==> src/rtl/alu_inst_encoder.sv <==
// alu_inst_encoder
// Turns ALU-op requests into RV32I R-type / I-type / LUI instruction words,
// buffers them in a small circular FIFO and streams them out with
// sequential byte addresses for the instruction-memory loader.
//
// Both ports use the same handshake: a transfer happens on a rising clock
// edge when valid && ready are both high. valid is held with stable payload
// until it is taken. ready never depends on the other side's valid in the
// same cycle.
module alu_inst_encoder #(
  parameter int          DEPTH     = 4,
  parameter logic [31:0] BASE_ADDR = 32'h0000_0000
) (
  input  logic                         i_clk,
  input  logic                         i_rst,
  input  logic                         i_req_valid,
  output logic                         o_req_ready,
  input  logic [3:0]                   i_alu_op,
  input  logic                         i_imm_mode,
  input  logic [4:0]                   i_rd,
  input  logic [4:0]                   i_rs1,
  input  logic [4:0]                   i_rs2,
  input  logic [19:0]                  i_imm,
  output logic                         o_inst_valid,
  input  logic                         i_inst_ready,
  output logic [31:0]                  o_inst,
  output logic [31:0]                  o_inst_addr,
  output logic [$clog2(DEPTH+1)-1:0]   o_count,
  output logic                         o_err
);

  localparam int PW = $clog2(DEPTH);
  localparam int CW = $clog2(DEPTH+1);

  localparam logic [3:0] OP_ADD  = 4'b0000;
  localparam logic [3:0] OP_SUB  = 4'b0001;
  localparam logic [3:0] OP_SLL  = 4'b0010;
  localparam logic [3:0] OP_SLT  = 4'b0011;
  localparam logic [3:0] OP_SLTU = 4'b0100;
  localparam logic [3:0] OP_XOR  = 4'b0101;
  localparam logic [3:0] OP_SRL  = 4'b0110;
  localparam logic [3:0] OP_SRA  = 4'b0111;
  localparam logic [3:0] OP_OR   = 4'b1000;
  localparam logic [3:0] OP_AND  = 4'b1001;
  localparam logic [3:0] OP_LUI  = 4'b1010;

  localparam logic [6:0] OPC_R   = 7'b0110011;
  localparam logic [6:0] OPC_I   = 7'b0010011;
  localparam logic [6:0] OPC_LUI = 7'b0110111;

  logic [31:0]   mem [DEPTH];
  logic [PW-1:0] wr_ptr;
  logic [PW-1:0] rd_ptr;
  logic [CW-1:0] count;
  logic [31:0]   addr;
  logic          err;

  logic [2:0]    funct3;
  logic [6:0]    funct7;
  logic          is_shift;
  logic          illegal;
  logic [31:0]   enc_word;
  logic          req_hs;
  logic          push;
  logic          pop;

  // Field lookup for the requested operation and legality check.
  always_comb begin
    funct3   = 3'b000;
    funct7   = 7'b0000000;
    is_shift = 1'b0;
    illegal  = 1'b0;
    case (i_alu_op)
      OP_ADD:  funct3 = 3'b000;
      OP_SUB: begin
        funct3  = 3'b000;
        funct7  = 7'b0100000;
        // There is no SUBI in RV32I.
        illegal = i_imm_mode;
      end
      OP_SLL: begin
        funct3   = 3'b001;
        is_shift = 1'b1;
      end
      OP_SLT:  funct3 = 3'b010;
      OP_SLTU: funct3 = 3'b011;
      OP_XOR:  funct3 = 3'b100;
      OP_SRL: begin
        funct3   = 3'b101;
        is_shift = 1'b1;
      end
      OP_SRA: begin
        funct3   = 3'b101;
        funct7   = 7'b0100000;
        is_shift = 1'b1;
      end
      OP_OR:   funct3 = 3'b110;
      OP_AND:  funct3 = 3'b111;
      OP_LUI:  funct3 = 3'b000;
      default: illegal = 1'b1;
    endcase
  end

  // Instruction word assembly for the three supported formats.
  always_comb begin
    enc_word = 32'h0;
    if (i_alu_op == OP_LUI) begin
      enc_word = {i_imm, i_rd, OPC_LUI};
    end else if (!i_imm_mode) begin
      enc_word = {funct7, i_rs2, i_rs1, funct3, i_rd, OPC_R};
    end else if (is_shift) begin
      enc_word = {funct7, i_imm[4:0], i_rs1, funct3, i_rd, OPC_I};
    end else begin
      enc_word = {i_imm[11:0], i_rs1, funct3, i_rd, OPC_I};
    end
  end

  // Handshake qualification; illegal requests complete but are dropped.
  always_comb begin
    o_req_ready  = (count != CW'(DEPTH));
    o_inst_valid = (count != '0);
    req_hs       = i_req_valid && o_req_ready;
    push         = req_hs && !illegal;
    pop          = o_inst_valid && i_inst_ready;
    o_inst       = o_inst_valid ? mem[rd_ptr] : 32'h0;
    o_inst_addr  = addr;
    o_count      = count;
    o_err        = err;
  end

  // FIFO storage; contents are only observed through the valid-gated head.
  always_ff @(posedge i_clk) begin
    if (push) begin
      mem[wr_ptr] <= enc_word;
    end
  end

  // Pointers, occupancy, output address counter and sticky error flag.
  always_ff @(posedge i_clk) begin
    if (i_rst) begin
      wr_ptr <= '0;
      rd_ptr <= '0;
      count  <= '0;
      addr   <= BASE_ADDR;
      err    <= 1'b0;
    end else begin
      if (push) begin
        wr_ptr <= wr_ptr + PW'(1);
      end
      if (pop) begin
        rd_ptr <= rd_ptr + PW'(1);
        addr   <= addr + 32'd4;
      end
      count <= count + CW'(push) - CW'(pop);
      if (req_hs && illegal) begin
        err <= 1'b1;
      end
    end
  end

endmodule

==> config.mk <==
export PLATFORM = sky130hd
export DESIGN_NAME = alu_inst_encoder
export DESIGN_NICKNAME = d
export VERILOG_FILES = /design/src/rtl/alu_inst_encoder.sv
export SDC_FILE = /design/constraint.sdc
export NUM_CORES = 1
export LEC_CHECK = 0
export ABC_AREA = 1
export CORE_UTILIZATION = 35
export DETAILED_ROUTE_END_ITERATION = 16
export GPL_ROUTABILITY_DRIVEN = 1
export GPL_TIMING_DRIVEN = 0
export PLACE_DENSITY = 0.7
export SYNTH_ARGS = -nofsm -noshare
export SYNTH_HDL_FRONTEND = slang
export SYNTH_SLANG_ARGS = --single-unit
==> constraint.sdc <==
create_clock -name i_clk -period 2.95 [get_ports i_clk]
set_clock_uncertainty 0.05 [all_clocks]
set_input_delay 0.7375 -clock i_clk [delete_from_list [all_inputs] [get_ports i_clk]]
set_output_delay 0.7375 -clock i_clk [all_outputs]
set_load 0.01 [all_outputs]
**Word level (Yosys, flattened, before mapping)**

Memories as Yosys holds them, arrays and structs flattened. A register that Yosys moved wholly into a read port is not among the register bits.
Index checks and enable logic that the tools add are counted.
Widths: inputs -> output; s select.

- Flip-flop bits (word level): 40
- Memory bits (writable): 128
- Input port bits: 44
- Output and inout bits: 70
- Logic and storage cells: 45
- Memories: 1

Memories:

| name | words | bits a word | read ports | clocked after Yosys merged registers in | write ports | line | RTL |
|---|---|---|---|---|---|---|---|
| mem | 4 | 32 | 1 | 1 | 1 | 51 | `logic [31:0] mem [DEPTH];` |

- Add/subtract/negate cells: 5
- Equal/unequal tests: 11
- Mux-type cells: 12
- Reductions and logical operators: 11

Operator list:

| cell | count |
|---|---|
| $mux 32 | 4 |
| $add 32x3->32 const B | 1 |
| $pmux 3 s7 | 1 |
| $eq 4x3->1 const B | 4 |
| $eq 4x4->1 const B | 3 |
| $reduce_or 10->1 | 1 |
| $eq 4x2->1 const B | 2 |
| $mux 6 | 1 |
| $add 2x1->2 const B | 2 |
| $eq 4x1->1 const B | 1 |
| $logic_and 1x1->1 | 4 |
| $logic_not 4->1 | 1 |
| $mux 2 | 2 |
| $reduce_or 2->1 | 2 |
| $add 3x1->3 | 1 |
| $mux 1 | 3 |
| $ne 3x3->1 const B | 1 |
| $reduce_bool 3->1 | 1 |
| $reduce_or 3->1 | 1 |
| $sub 3x1->3 | 1 |
| $pmux 1 s2 | 1 |
| $logic_not 1->1 | 1 |

**Logic depth before layout (Yosys ltp)**

- Depth after elaboration: 7
- Depth in mapped cells: 12
- Depth with buffers taken out: 12

**Worst setup path before layout**

Ideal clock, no wire load.

- Path type: input -> register
- From: in i_alu_op[1]
- To: mem mem[1][10], enable pin
- Setup time: 0.411 ns
- Data arrival time: 2.517 ns
- Data required time: 2.489 ns
- Setup slack: -0.027 ns
- Cell stages on the path: 7
- Path buffers: 0
- Cells stage by stage: nand2_1 > inv_1 > o21ai_0 > o21ai_0 > nor2_1 > inv_1 > nor2_1

- Cells in the longest elaborated chain, start to end: 7
- Elaborated cells on any way between the ends: 17
- Classes of those cells: eq/ne (10); mux (3); reduce/logical (4)

Ends and longest elaborated chain:

| item | line | RTL |
|---|---|---|
| start: declaration | 18 | `input logic [3:0] i_alu_op,` |
| $eq 4x4->1 (tied with other cells) | 73 | `case (i_alu_op)` |
| $reduce_or 10->1 (no source line) | - |  |
| $pmux 1 s2 (*) | 73 |  |
| $logic_not 1->1 (*) | 123 | `push = req_hs && !illegal;` |
| $logic_and 1x1->1 (*) | 123 |  |
| $mux 1 (*) | 133 | `if (push) begin` |
| $mux 1 (implied by the code) (*) | 134 | `mem[wr_ptr] <= enc_word;` |
| end: declaration | 51 |  |

Mark *: on every way between the ends. The rest lies on a longest branch, timed or not.

==> results.ini <==
[sta]
maxSlewHeadroom_pct=29.8
finalWorstSetupSlack_ns=0.124
slew_violations=0
hold_violations=0
tightest_slew_ns=1.04
post-route-period-util_pct=95.8
finalSetupViolCount=0
final.setup.tns_ns=0
fin_crit_ns=2.83
max_freq_ghz=0.354

[worst_setup_path]
critPathLaunchType=flop
worstPathMaxFanout=10
worstSetupPathType=flop to output port
endpoint_kind=output port
cp_data_arrival_time_ns=2.04
rr_startpoint=o_count[1]
crit_required_ns=2.16

[route]
drtIter0Drc=303
ant_nets=0
wl_microns=16800
drc=0
wl_per_cell_microns=15.1
dr_total_vias=5473
drtPass1Iterations=4
vias_per_cell=4.91

[yosys]
ys_ff_latch=148
synth-async-reset-ratio_pct=0
syn_area_sq_um=6740
yosysTopAreaCell=edfxtp_1
yosysSeqAreaShare_pct=60.0
synth_area_leaders=edfxtp_1 48%, dfxtp_1 12%, nor2_1 10%
synth.distinct_cells=37
synth_ff_type=edfxtp_1
synth.top_cell.area_share_pct=48.1
syn_area_per_cell_sq_um=9.14
synthTopCellsByCount=181 x nor2_1, 108 x edfxtp_1, 104 x nand2_1, 75 x o21ai_0, 69 x inv_1
synth_cells=738
synth.most_common_cell=nor2_1
synth-edff-count=108
ys_warn_count=0

[global_routing]
globalRouteOverflowTotal=0
antenna_found_initial=0
grt_pass1_wl_microns=26800
grt_max_degree=28
grt_pass1_vias=5125
grt_util_all_layers_pct=17.8

[finish]
fin_cells=1115
layout-drive-gt1-share_pct=9.65
regArea_sq_um=4050
n_antenna_cell=0
multiInputGateArea_sq_um=2340
stdcell_area_sq_um=8840
n_fill_cell=1743
final_nets=920
areaGrowthSynthToFinish_pct=31.1

[power]
netSwitchingFraction_pct=32.4
seqPwrFrac_pct=38.9
comb_power_share_pct=28.7
powerDensity_nw_per_um2=717
p_leak_nw=3.41
pwr-share-clk_pct=32.4
peakVddDrop_mv=0.424
p_sw_mw=2.06
internal_power_mw=4.28
finalPower_mw=6.34

[clock_tree]
cts_sinks=148
clk_path_buf_depth=2
cts_buffers=17
worstSkewPairLatency_ns=0.42
cts_tree=built
htreeDepth=4
clock-root-buffer=clkbuf_16
clkSlewWorstSetupHoldPaths_ns=0.06
post_cts_buffers=0

[floorplanning]
die_x_microns=141
start_util_pct=35.9
die_h_microns=141
core_area_sq_um=18800
ioPinCount=114
num_rows=50
design.die.area_sq_um=19800

[placed_design]
postPlaceCellArea_sq_um=8160
place.port_buffers=108
preCtsSetupSlack_ns=-0.961
dp.cells=1083
hpwl_microns=11500
gp_congestion=0.895

[run_status]
outcome=finished, final reports clean

[hold_path]
min-delay-path-class=flop to flop
hp-start=rd_ptr[1]

[job]
cap_violations=0

cell usage in the layout, fill, tap and decap left out, drive strengths merged:
master	n
a21oi	39
a31oi	4
buf	14
clkbuf	36
clkdlybuf4s50	81
clkinv	6
clkinvlp	1
conb	4
dfxtp	40
dlygate4sd2	21
dlymetal6s2s	6
edfxtp	108
fa	1
ha	7
inv	81
nand2	108
nand3	15
nand4	13
nor2	188
nor3	4
nor3b	1
nor4	1
o2111ai	1
o211ai	3
o21a	2
o21ai	79
o21bai	2
o22a	1
o311ai	1
o31ai	6
xnor2	3
xor2	4
worst paths after layout:
path         cells past startpoint  slack [ns]         end
max                              7        0.12   o_inst[9]
min                              2        0.42   rd_ptr[1]
max reg2reg                     11        0.72  o_count[2]
min reg2reg                      2        0.42   rd_ptr[1]
per-stage QoR:
step                      utilization, %  hold slack (ns)
after floorplan                        -            0.386
after global placement              43.3            0.401
after detailed placement            43.5            0.413
after CTS                           46.9            0.425
after global routing                47.1            0.461
final                               47.1            0.421
cells by family after synthesis:
group                    Yosys count  synth area share (%)
flip-flops                       148                  60.0
AO/OA/AOI/OAI                    138                  11.1
adder cells (fa/ha/maj)            8                  1.60
other                              1                0.0556
AND/OR/NAND/NOR                  330                  20.0
XOR/XNOR                           7                 0.909
buffers and inverters            106                  6.35
state kept, by name (all words and copies together) (netlist names), named ones only:
signal and cells:
mem 108, o_inst_addr 30, o_count 3, rd_ptr 2, wr_ptr 2, o_err 1
timing repair:
action                     in CTS  in global routing
resized for setup              67                 15
hold buffers                    0                  0
pin swaps                       0                  0
setup endpoints to repair     138                  9
critical path, stage by stage, from the launching register on:
cell and delay (ns):
dfxtp_1 0.31, buf_4 0.19, buf_6 0.17, nor2_1 0.05
nor2_1 0.09, o21ai_0 0.11, a21oi_1 0.15, clkdlybuf4s50_1 0.55
final cells by class:
cell class                 count  area share (%)
clock inverter                14            1.51
inverter                      74            3.31
tap                          234            3.31
clock buffer                  18            4.85
multi-input combinational    487            26.5
buffer                        32            2.63
timing repair buffer         108            12.1
sequential                   148            45.8
power groups by stage:
stage                     Sequential (mW)  Combinational, mW  Clock, mW
final                                2.46               1.82       2.05
after global routing                 2.48               2.00       2.18
after detailed placement             2.50               1.84          0
after global placement               2.50               1.80          0
after CTS                            2.46               1.83       2.08
after floorplan                      2.50              0.922          0
routing by layer:
| layer | vias up | track usage [%] | share of wire, % | wire length [microns] |
|---|---|---|---|---|
| li1 | 2720 | - | - | - |
| met1 | 2545 | 23.6 | 46 | 7680 |
| met2 | 191 | 28.8 | 46 | 7720 |
| met3 | 17 | 4.25 | 7.2 | 1210 |
| met4 | 0 | 5.49 | 1.3 | 215 |
| met5 | - | 0 | 0 | 0 |
Power figures use the tool's default switching activity.
